`config.mk`:
```
export PLATFORM = sky130hd
export DESIGN_NAME = bch_encode_par_flat
export DESIGN_NICKNAME = d
export VERILOG_FILES = /design/src/rtl/bch_pkg.sv /design/src/rtl/bch_encode_par_if.sv /design/src/rtl/bch_lfsr_step.sv /design/src/rtl/bch_encode_par.sv /design/src/flat_wrapper.sv
export SDC_FILE = /design/constraint.sdc
export NUM_CORES = 1
export LEC_CHECK = 0
export CORE_MARGIN = 10
export CORE_UTILIZATION = 45
export DETAILED_ROUTE_END_ITERATION = 10
export PLACE_DENSITY = 0.67
export REMOVE_ABC_BUFFERS = 1
export SYNTH_ARGS = -nofsm -noshare
export SYNTH_HDL_FRONTEND = slang
export SYNTH_SLANG_ARGS = --single-unit
```
`constraint.sdc`:
```
create_clock -name clk -period 1.95 [get_ports clk]
set_input_delay 0.585 -clock clk [delete_from_list [all_inputs] [get_ports clk]]
set_output_delay 0.585 -clock clk [all_outputs]
set_load 0.02 [all_outputs]
```
`src/rtl/bch_pkg.sv`:
```
// Shared types and helpers for the BCH encoder family: FSM state,
// standard generator polynomials and the single-step parity LFSR update.
package bch_pkg;

  typedef enum logic {
    MSG = 1'b0,
    PAR = 1'b1
  } state_e;

  // Widest parity register the step helper supports.
  localparam int MAX_R = 32;

  localparam logic [8:0]  BCH_15_7_POLY = 9'b111010001;
  localparam logic [10:0] BCH_15_5_POLY = 11'b10100110111;

  // One division step: shift the remainder left and fold in the generator
  // when the incoming bit differs from the outgoing top bit.
  function automatic logic [MAX_R-1:0] lfsr_step(
    input logic [MAX_R-1:0] par,
    input logic             msg_bit,
    input logic [MAX_R-1:0] poly,
    input int               r
  );
    logic             fb;
    logic [MAX_R-1:0] mask;
    logic [MAX_R-1:0] nxt;
    fb   = msg_bit ^ par[r-1];
    mask = (MAX_R'(1) << r) - MAX_R'(1);
    nxt  = (par << 1) ^ (fb ? poly : '0);
    return nxt & mask;
  endfunction

endpackage

```
`src/rtl/bch_encode_par_if.sv`:
```
// Stream bundle between the framer, the BCH encoder and the modulator FIFO.
interface bch_encode_par_if #(
  parameter int WIDTH = 1
);
  // Handshake: a beat transfers on the rising edge where valid && ready;
  // valid never waits on ready, and a source holding valid keeps data stable.
  logic [WIDTH-1:0] in_data;
  logic             in_valid;
  logic             in_ready;
  logic [WIDTH-1:0] out_data;
  logic             out_valid;
  logic             out_ready;
  logic             out_sof;
  logic             out_eof;

  modport master (
    output in_data, in_valid, out_ready,
    input  in_ready, out_data, out_valid, out_sof, out_eof
  );

  modport slave (
    input  in_data, in_valid, out_ready,
    output in_ready, out_data, out_valid, out_sof, out_eof
  );
endinterface

```
`src/rtl/bch_lfsr_step.sv`:
```
// Combinational WIDTH-step parity update, MSB of data_i applied first.
module bch_lfsr_step
  import bch_pkg::*;
#(
  parameter int         R        = 8,
  parameter int         WIDTH    = 1,
  parameter logic [R:0] GEN_POLY = BCH_15_7_POLY
) (
  input  logic [R-1:0]     par_i,
  input  logic [WIDTH-1:0] data_i,
  output logic [R-1:0]     par_o
);

  logic [MAX_R-1:0] acc;
  logic             unused_hi;

  always_comb begin
    acc = MAX_R'(par_i);
    for (int i = WIDTH - 1; i >= 0; i--) begin
      acc = lfsr_step(acc, data_i[i], MAX_R'(GEN_POLY[R-1:0]), R);
    end
    par_o     = acc[R-1:0];
    unused_hi = ^acc[MAX_R-1:R];
  end

endmodule

```
`src/rtl/bch_encode_par.sv`:
```
// Parallel systematic BCH encoder: passes K message bits through, then
// emits the N-K parity bits, WIDTH bits per beat with sof/eof framing.
module bch_encode_par
  import bch_pkg::*;
#(
  parameter int             N        = 15,
  parameter int             K        = 7,
  parameter int             WIDTH    = 1,
  parameter logic [N-K:0]   GEN_POLY = BCH_15_7_POLY
) (
  input  logic              clk,
  input  logic              rst_n,
  bch_encode_par_if.slave   bus,
  output state_e            dbg_state_o
);

  localparam int R    = N - K;
  localparam int DB   = K / WIDTH;
  localparam int PB   = R / WIDTH;
  localparam int MAXB = (DB > PB) ? DB : PB;
  localparam int CW   = $clog2(MAXB + 1);

  if (((K % WIDTH) != 0) || ((R % WIDTH) != 0)) begin : g_width_check
    $error("bch_encode_par: WIDTH must divide both K and N-K");
  end

  state_e           state_q;
  logic [CW-1:0]    cnt_q;
  logic [R-1:0]     par_q;
  logic [R-1:0]     par_d;
  logic [WIDTH-1:0] out_data_q;
  logic             out_valid_q;
  logic             out_sof_q;
  logic             out_eof_q;
  logic             adv;
  logic             in_ready;

  bch_lfsr_step #(
    .R        (R),
    .WIDTH    (WIDTH),
    .GEN_POLY (GEN_POLY)
  ) u_step (
    .par_i  (par_q),
    .data_i (bus.in_data),
    .par_o  (par_d)
  );

  // The single output stage may take a new beat when empty or being drained.
  assign adv      = !out_valid_q || bus.out_ready;
  assign in_ready = (state_q == MSG) && adv;

  always_ff @(posedge clk or negedge rst_n) begin
    if (!rst_n) begin
      state_q     <= MSG;
      cnt_q       <= '0;
      par_q       <= '0;
      out_data_q  <= '0;
      out_valid_q <= 1'b0;
      out_sof_q   <= 1'b0;
      out_eof_q   <= 1'b0;
    end else if (adv) begin
      case (state_q)
        MSG: begin
          if (bus.in_valid) begin
            out_data_q  <= bus.in_data;
            out_valid_q <= 1'b1;
            out_sof_q   <= (cnt_q == '0);
            out_eof_q   <= 1'b0;
            par_q       <= par_d;
            if (cnt_q == CW'(DB - 1)) begin
              cnt_q   <= '0;
              state_q <= PAR;
            end else begin
              cnt_q <= cnt_q + CW'(1);
            end
          end else begin
            out_valid_q <= 1'b0;
            out_sof_q   <= 1'b0;
            out_eof_q   <= 1'b0;
          end
        end
        PAR: begin
          out_data_q  <= par_q[R-1 -: WIDTH];
          out_valid_q <= 1'b1;
          out_sof_q   <= 1'b0;
          if (cnt_q == CW'(PB - 1)) begin
            // Clearing here lets the next frame start from a zero remainder.
            out_eof_q <= 1'b1;
            par_q     <= '0;
            cnt_q     <= '0;
            state_q   <= MSG;
          end else begin
            out_eof_q <= 1'b0;
            par_q     <= par_q << WIDTH;
            cnt_q     <= cnt_q + CW'(1);
          end
        end
        default: state_q <= MSG;
      endcase
    end
  end

  assign bus.in_ready  = in_ready;
  assign bus.out_data  = out_data_q;
  assign bus.out_valid = out_valid_q;
  assign bus.out_sof   = out_sof_q;
  assign bus.out_eof   = out_eof_q;
  assign dbg_state_o   = state_q;

endmodule

```
`src/flat_wrapper.sv`:
```
// flat-port wrapper written by rule: the top's interface ports become plain ports
module bch_encode_par_flat import bch_pkg::*;
#(
  parameter int             N        = 15,
  parameter int             K        = 7,
  parameter int             WIDTH    = 1,
  parameter logic [N-K:0]   GEN_POLY = BCH_15_7_POLY
)
  (clk, rst_n, dbg_state_o, bus_in_data, bus_in_valid, bus_out_ready, bus_in_ready, bus_out_data, bus_out_valid, bus_out_sof, bus_out_eof);
  bch_encode_par_if #(.WIDTH(WIDTH)) bus_i ();
  input  logic clk;
  input  logic rst_n;
  output state_e dbg_state_o;
  input wire logic [$bits(bus_i.in_data)-1:0] bus_in_data;
  input wire logic [$bits(bus_i.in_valid)-1:0] bus_in_valid;
  input wire logic [$bits(bus_i.out_ready)-1:0] bus_out_ready;
  output wire logic [$bits(bus_i.in_ready)-1:0] bus_in_ready;
  output wire logic [$bits(bus_i.out_data)-1:0] bus_out_data;
  output wire logic [$bits(bus_i.out_valid)-1:0] bus_out_valid;
  output wire logic [$bits(bus_i.out_sof)-1:0] bus_out_sof;
  output wire logic [$bits(bus_i.out_eof)-1:0] bus_out_eof;
  assign bus_i.in_data = bus_in_data;
  assign bus_i.in_valid = bus_in_valid;
  assign bus_i.out_ready = bus_out_ready;
  assign bus_in_ready = bus_i.in_ready;
  assign bus_out_data = bus_i.out_data;
  assign bus_out_valid = bus_i.out_valid;
  assign bus_out_sof = bus_i.out_sof;
  assign bus_out_eof = bus_i.out_eof;
  bch_encode_par #(.N(N), .K(K), .WIDTH(WIDTH), .GEN_POLY(GEN_POLY)) u_core (.clk(clk), .rst_n(rst_n), .bus(bus_i), .dbg_state_o(dbg_state_o));
endmodule
```
# Word level (Yosys, flattened, before mapping)
# Cells that the tools add are included.
[word_totals] regBits=17 wordCells=39 output_inout_bits=6 input_bits=5
[classes] bitwise=3 eq_ne=3 reduce_logical=5 mux=20 add_sub_neg=1
[ops] cell="two-way mux 8 bit" count=3
[ops] cell="one-hot mux 8 bit (2 select lines)" count=1
[ops] cell="two-way mux 4 bit" count=3
[ops] cell="one-hot mux 1 bit (2 select lines)" count=5
[ops] cell="equality test 4 x 3 -> 1 bit (second input constant)" count=2
[ops] cell="one-hot mux 4 bit (2 select lines)" count=1
[ops] cell="bitwise XOR 8 bit" count=1
[ops] cell="two-way mux 1 bit" count=7
[ops] cell="adder 4 x 1 -> 4 bit (second input constant)" count=1
[ops] cell="zero test 4 bit" count=1
[ops] cell="!= test 2 bit (second input constant)" count=1
[ops] cell="AND reduction 2 bit" count=1
[ops] cell="logical AND 1 bit" count=1
[ops] cell="zero test 1 bit" count=1
[ops] cell="logical OR 1 bit" count=1
[ops] cell="inverter 1 bit" count=1
[ops] cell="bitwise XOR 1 bit" count=1

# Logic depth before layout (Yosys ltp)
# Gate-level depths: netlist (run 1).
[depth] depth_word=5 depth_mapped=6

# Hierarchy
# From an unflattened synthesis (run 1), not the netlist that was laid out.
[unflattened] cells_unflattened=90 hier_area_um2=1068.5
[by_module_without_submodules] mod="bch_encode_par" area_each_um2=953.4 instances=1 cells_each=81
[by_module_without_submodules] mod="bch_lfsr_step" area_each_um2=115.1 instances=1 cells_each=9

# Worst setup path before layout (run 1)
# No wires, ideal clock.
[synth_path] kind="reg2out" startpoint="register u_core.state_q, in the netlist u_core.dbg_state_o" endpoint="output port bus_in_ready" t_arrival_ns=1.087 t_required_ns=1.365 slack_ns=0.278 stages_incl_launch_ff=4 path_buffers=2 cell_sequence="dfrtp_1 buf_4 buf_2 nor2_1"
[synth_via] elab_chain_cells=2
[synth_lines] item="from (decl)" line_no="bch_encode_par.sv:27" rtl="state_e state_q;"
[synth_lines] item="from (signal assigned)" line_no="bch_encode_par.sv:54" rtl="state_q <= MSG;"
[synth_lines] item="from (signal assigned)" line_no="bch_encode_par.sv:72" rtl="state_q <= PAR;"
[synth_lines] item="from (signal assigned)" line_no="bch_encode_par.sv:91" rtl="state_q <= MSG;"
[synth_lines] item="inverter 1 bit" line_no="bch_encode_par.sv:50" rtl="assign in_ready = (state_q == MSG) && adv;"
[synth_lines] item="logical AND 1 bit" line_no="bch_encode_par.sv:50"
[synth_lines] item="to (decl)" line_no="flat_wrapper.sv:17" rtl="output wire logic [$bits(bus_i.in_ready)-1:0] bus_in_ready;"
# No other way between the ends.

# Worst setup path after layout (run 1)
[layout_path] startpoint="register u_core.state_q, in the netlist u_core.dbg_state_o" endpoint="output port dbg_state_o"
[layout_lines] item="to (decl)" line_no="flat_wrapper.sv:13" rtl="output state_e dbg_state_o;"
# No word-level cell between the ends.

==> flow_metrics.env, run 1 <==
export IMPL_drive_above_1_share_pct=13.1
export IMPL_finalInstanceArea_sq_um=1080
export IMPL_fin_nets=117
export IMPL_avgSynthCellArea_sq_um=9.90
export IMPL_remaining_drc_errors=0
export IMPL_initial_core_util_pct=46.4
export IMPL_wl_met2_um=896
export IMPL_critPathKind="flip-flop to output port"
export IMPL_hpwl_um=1390
export IMPL_avgViaCountPerCell=5.34
export IMPL_wl_um=1810
export IMPL_ff2ff_path_depth=5
export IMPL_register_area_sq_um=425
export IMPL_clock_root_buffer="clkbuf_4"
export IMPL_yosys_warnings=0
export IMPL_cap_violations=0
export IMPL_utilization_pct=55.8
export IMPL_ys_seq_area_share_pct=47.2
export IMPL_cts_hold_buf=0
export IMPL_vdd_drop_max_v=0.000770
export IMPL_gp_congestion=0.758
export IMPL_finalHoldViolations=0
export IMPL_rsz0062_at_grt="false"
export IMPL_yosysUniqueCellTypes=32
export IMPL_cp_start_kind="flip-flop"
export IMPL_finalSetupViolCount=0
export IMPL_grt_pass1_wl_um=3170
export IMPL_status="finished clean"
export IMPL_track_usage_pct=9.44
export IMPL_syn_area_sq_um=901
export IMPL_synth_edf_count=0
export IMPL_worst_ep_required_time_ns=1.36
export IMPL_cellPowerDensity_nw_per_um2=1450
export IMPL_drt_iter0_drc=17
export IMPL_leakagePower_nw=0.494
export IMPL_syn_inst=91
export IMPL_route_top_layer_used="met4"
export IMPL_grt_pass1_vias=720
export IMPL_final_antenna_net_count=0
export IMPL_cp_slowest_stage_delay_ns=0.61
export IMPL_ys_flop_type="dfrtp_1"
export IMPL_path_delay_family="buffers and inverters"
export IMPL_layout_setup_ws_ns=0.0816
export IMPL_ys_top_cells_by_area="dfrtp_1 47%, ha_1 5.6%, nor2_1 4.2%"
export IMPL_dpl_cell_area_sq_um=1060
export IMPL_std_cell_rows=16
export IMPL_min_period_over_period_pct=95.8
export IMPL_cts_clk_slew_worst_paths_ns=0.10
export IMPL_crit_buf_inv=1
export IMPL_dieWidth_um=64.7
export IMPL_whs_ns=0.485
export IMPL_critPathSlowestCell="clkdlybuf4s50_1"
export IMPL_cts_buffers_inserted=3
export IMPL_grt_max_degree=18
export IMPL_cp_max_fo=3
export IMPL_clock_skew_ns=0.00523
export IMPL_firstDrtPassIters=4
export IMPL_setup_tns_ns=0
export IMPL_grt_overflow=0
export IMPL_hold_depth=1
export IMPL_multiInputGateArea_sq_um=438
export IMPL_drv_slew=0
export IMPL_antenna_cells=0
export IMPL_io_pins=11
export IMPL_netlist_top_cell_by_area="dfrtp_1"
export IMPL_route_vias_total=716
export IMPL_worst_slew_pin_slew_ns=0.278
export IMPL_core_area_sq_um=1940
export IMPL_clock_sinks=17
export IMPL_wl_per_cell_um=13.5
export IMPL_port_buffers=10
export IMPL_insertion_delay_ns=0.29
export IMPL_cts_buffer_depth=2
export IMPL_wl_met3_um=91
export IMPL_m1WireLength_um=800
export IMPL_hp_class="flip-flop to flip-flop"
export IMPL_fmax_mhz=535
export IMPL_dp_slack_ns=-0.470
export IMPL_arrival_ns=1.28
export IMPL_area_growth_pct=20.3
export IMPL_maxSlewHeadroom_pct=81.2
export IMPL_h_tree_depth=1
export IMPL_cp_depth=1
export IMPL_crit_path_end_kind="output port"
export IMPL_async_flop_share_pct=100
export IMPL_fill_cells=196
export IMPL_path_cells="clkdlybuf4s50_1"
export IMPL_synth_top_area_share_pct=47.2
export IMPL_cts_tree="yes"
export IMPL_die_h_um=64.7
export IMPL_dieArea_sq_um=4190
export IMPL_antenna_found_initial=0
export IMPL_ys_ff_latch=17
export IMPL_finalCriticalPeriod_ns=1.87
[layer usage]
metal	up-vias	GRT usage, %
met5	-	0
met2	15	15.9
li1	357	-
met1	340	10.7
met3	4	2.58
met4	0	4.81
[flip-flops by register name (all words and copies together) (netlist names)]
| signal | flops |
|---|---|
| u_core.cnt_q | 4 |
| u_core.bus.out_valid | 1 |
| u_core.dbg_state_o | 1 |
| u_core.bus.out_sof | 1 |
| u_core.bus.out_data | 1 |
| u_core.bus.out_eof | 1 |
| u_core.par_q | 8 |
[layout by cell type, fill, tap and decap left out, types with 2 or more instances in the layout]
| cell | instances |
|---|---|
| dfrtp_1 | 17 |
| nor2_1 | 10 |
| clkdlybuf4s50_1 | 8 |
| buf_4 | 8 |
| nand2_1 | 7 |
| a22o_1 | 4 |
| a21oi_1 | 4 |
| o21ai_0 | 4 |
| ha_1 | 4 |
| inv_1 | 3 |
| nor2b_1 | 3 |
| xnor2_1 | 3 |
| nor3_1 | 3 |
| clkbuf_4 | 3 |
| o31ai_1 | 2 |
| mux2i_1 | 2 |
| nand3_1 | 2 |
| nor4b_1 | 2 |
| nand4_1 | 2 |
| a32o_1 | 2 |
| a31oi_1 | 2 |
[repair_timing]
item                       4_1_cts  5_1_grt
resized for setup                6        0
setup buffers                    0        0
setup endpoints to repair        1        0
[layout make-up]
| cell class | count | share of cell area [%] |
|---|---|---|
| repair buffers | 17 | 13.7 |
| multi-input cells | 66 | 40.4 |
| well taps | 27 | 3.12 |
| flip-flops and latches | 17 | 39.3 |
| inverters | 3 | 1.04 |
| clock buffers | 4 | 2.42 |
[logic make-up (layout without fill, tap and decap cells)]
family | Yosys count | count (layout) | share of synthesized area (%)
and+or+nand+nor | 36 | 36 | 21.7
DFF | 17 | 17 | 47.2
buffers and inverters | 8 | 24 | 4.17
xor gates and xnor gates | 3 | 3 | 2.92
muxes | 2 | 2 | 2.22
adders and majority gates | 4 | 4 | 5.56
AOI/OAI and AO/OA | 21 | 21 | 16.2
[cell usage after synthesis, drive strengths merged, types with 2 or more instances]
cell    instances
nand2           8
ha              4
buf             3
dfrtp          17
o21ai           4
nor2           10
nor2b           3
a21oi           4
a31oi           2
o31ai           2
mux2i           2
clkbuf          2
nand3           2
nand4           2
nor4b           2
inv             3
a32o            2
a22o            4
xnor2           3
nor3            3
[metrics by stage]
stage                     total power, mW  cells
after CTS                            1.59    134
after global placement               1.38    130
after global routing                 1.71    134
final                                1.57    134
after detailed placement             1.40    130
after floorplan                      1.14     86
[path summary, 6_finish.rpt]
path,from,end,slack [ns]
worst max-delay path,u_core.dbg_state_o,dbg_state_o,0.08
worst min-delay path,u_core.bus.out_eof,u_core.bus.out_eof,0.49
worst max register to register,u_core.dbg_state_o,u_core.cnt_q[3],0.48
worst min register to register,u_core.bus.out_eof,u_core.bus.out_eof,0.49
max in group asynchronous,rst_n,u_core.par_q[6],1.15
min in group asynchronous,rst_n,u_core.cnt_q[1],0.60
[power by group]
| part | total (mW) | switching, mW | internal [mW] |
|---|---|---|---|
| sequential | 0.638 | 0.135 | 0.503 |
| combinational | 0.743 | 0.390 | 0.352 |
| clock | 0.190 | 0.111 | 0.0795 |
(Power assumes the default switching activity.)
==> run 2, diff against run 1 <==
SLEW_MARGIN = 20   (was default)
==> results of run 2 <==
Same layout as run 1: the final DEF is identical, and so are final timing and power.
==> run 3, diff against run 2 <==
SKIP_LAST_GASP = 1   (was default)
==> results of run 3 <==
Same layout as run 1: the final DEF is identical, and so are final timing and power.
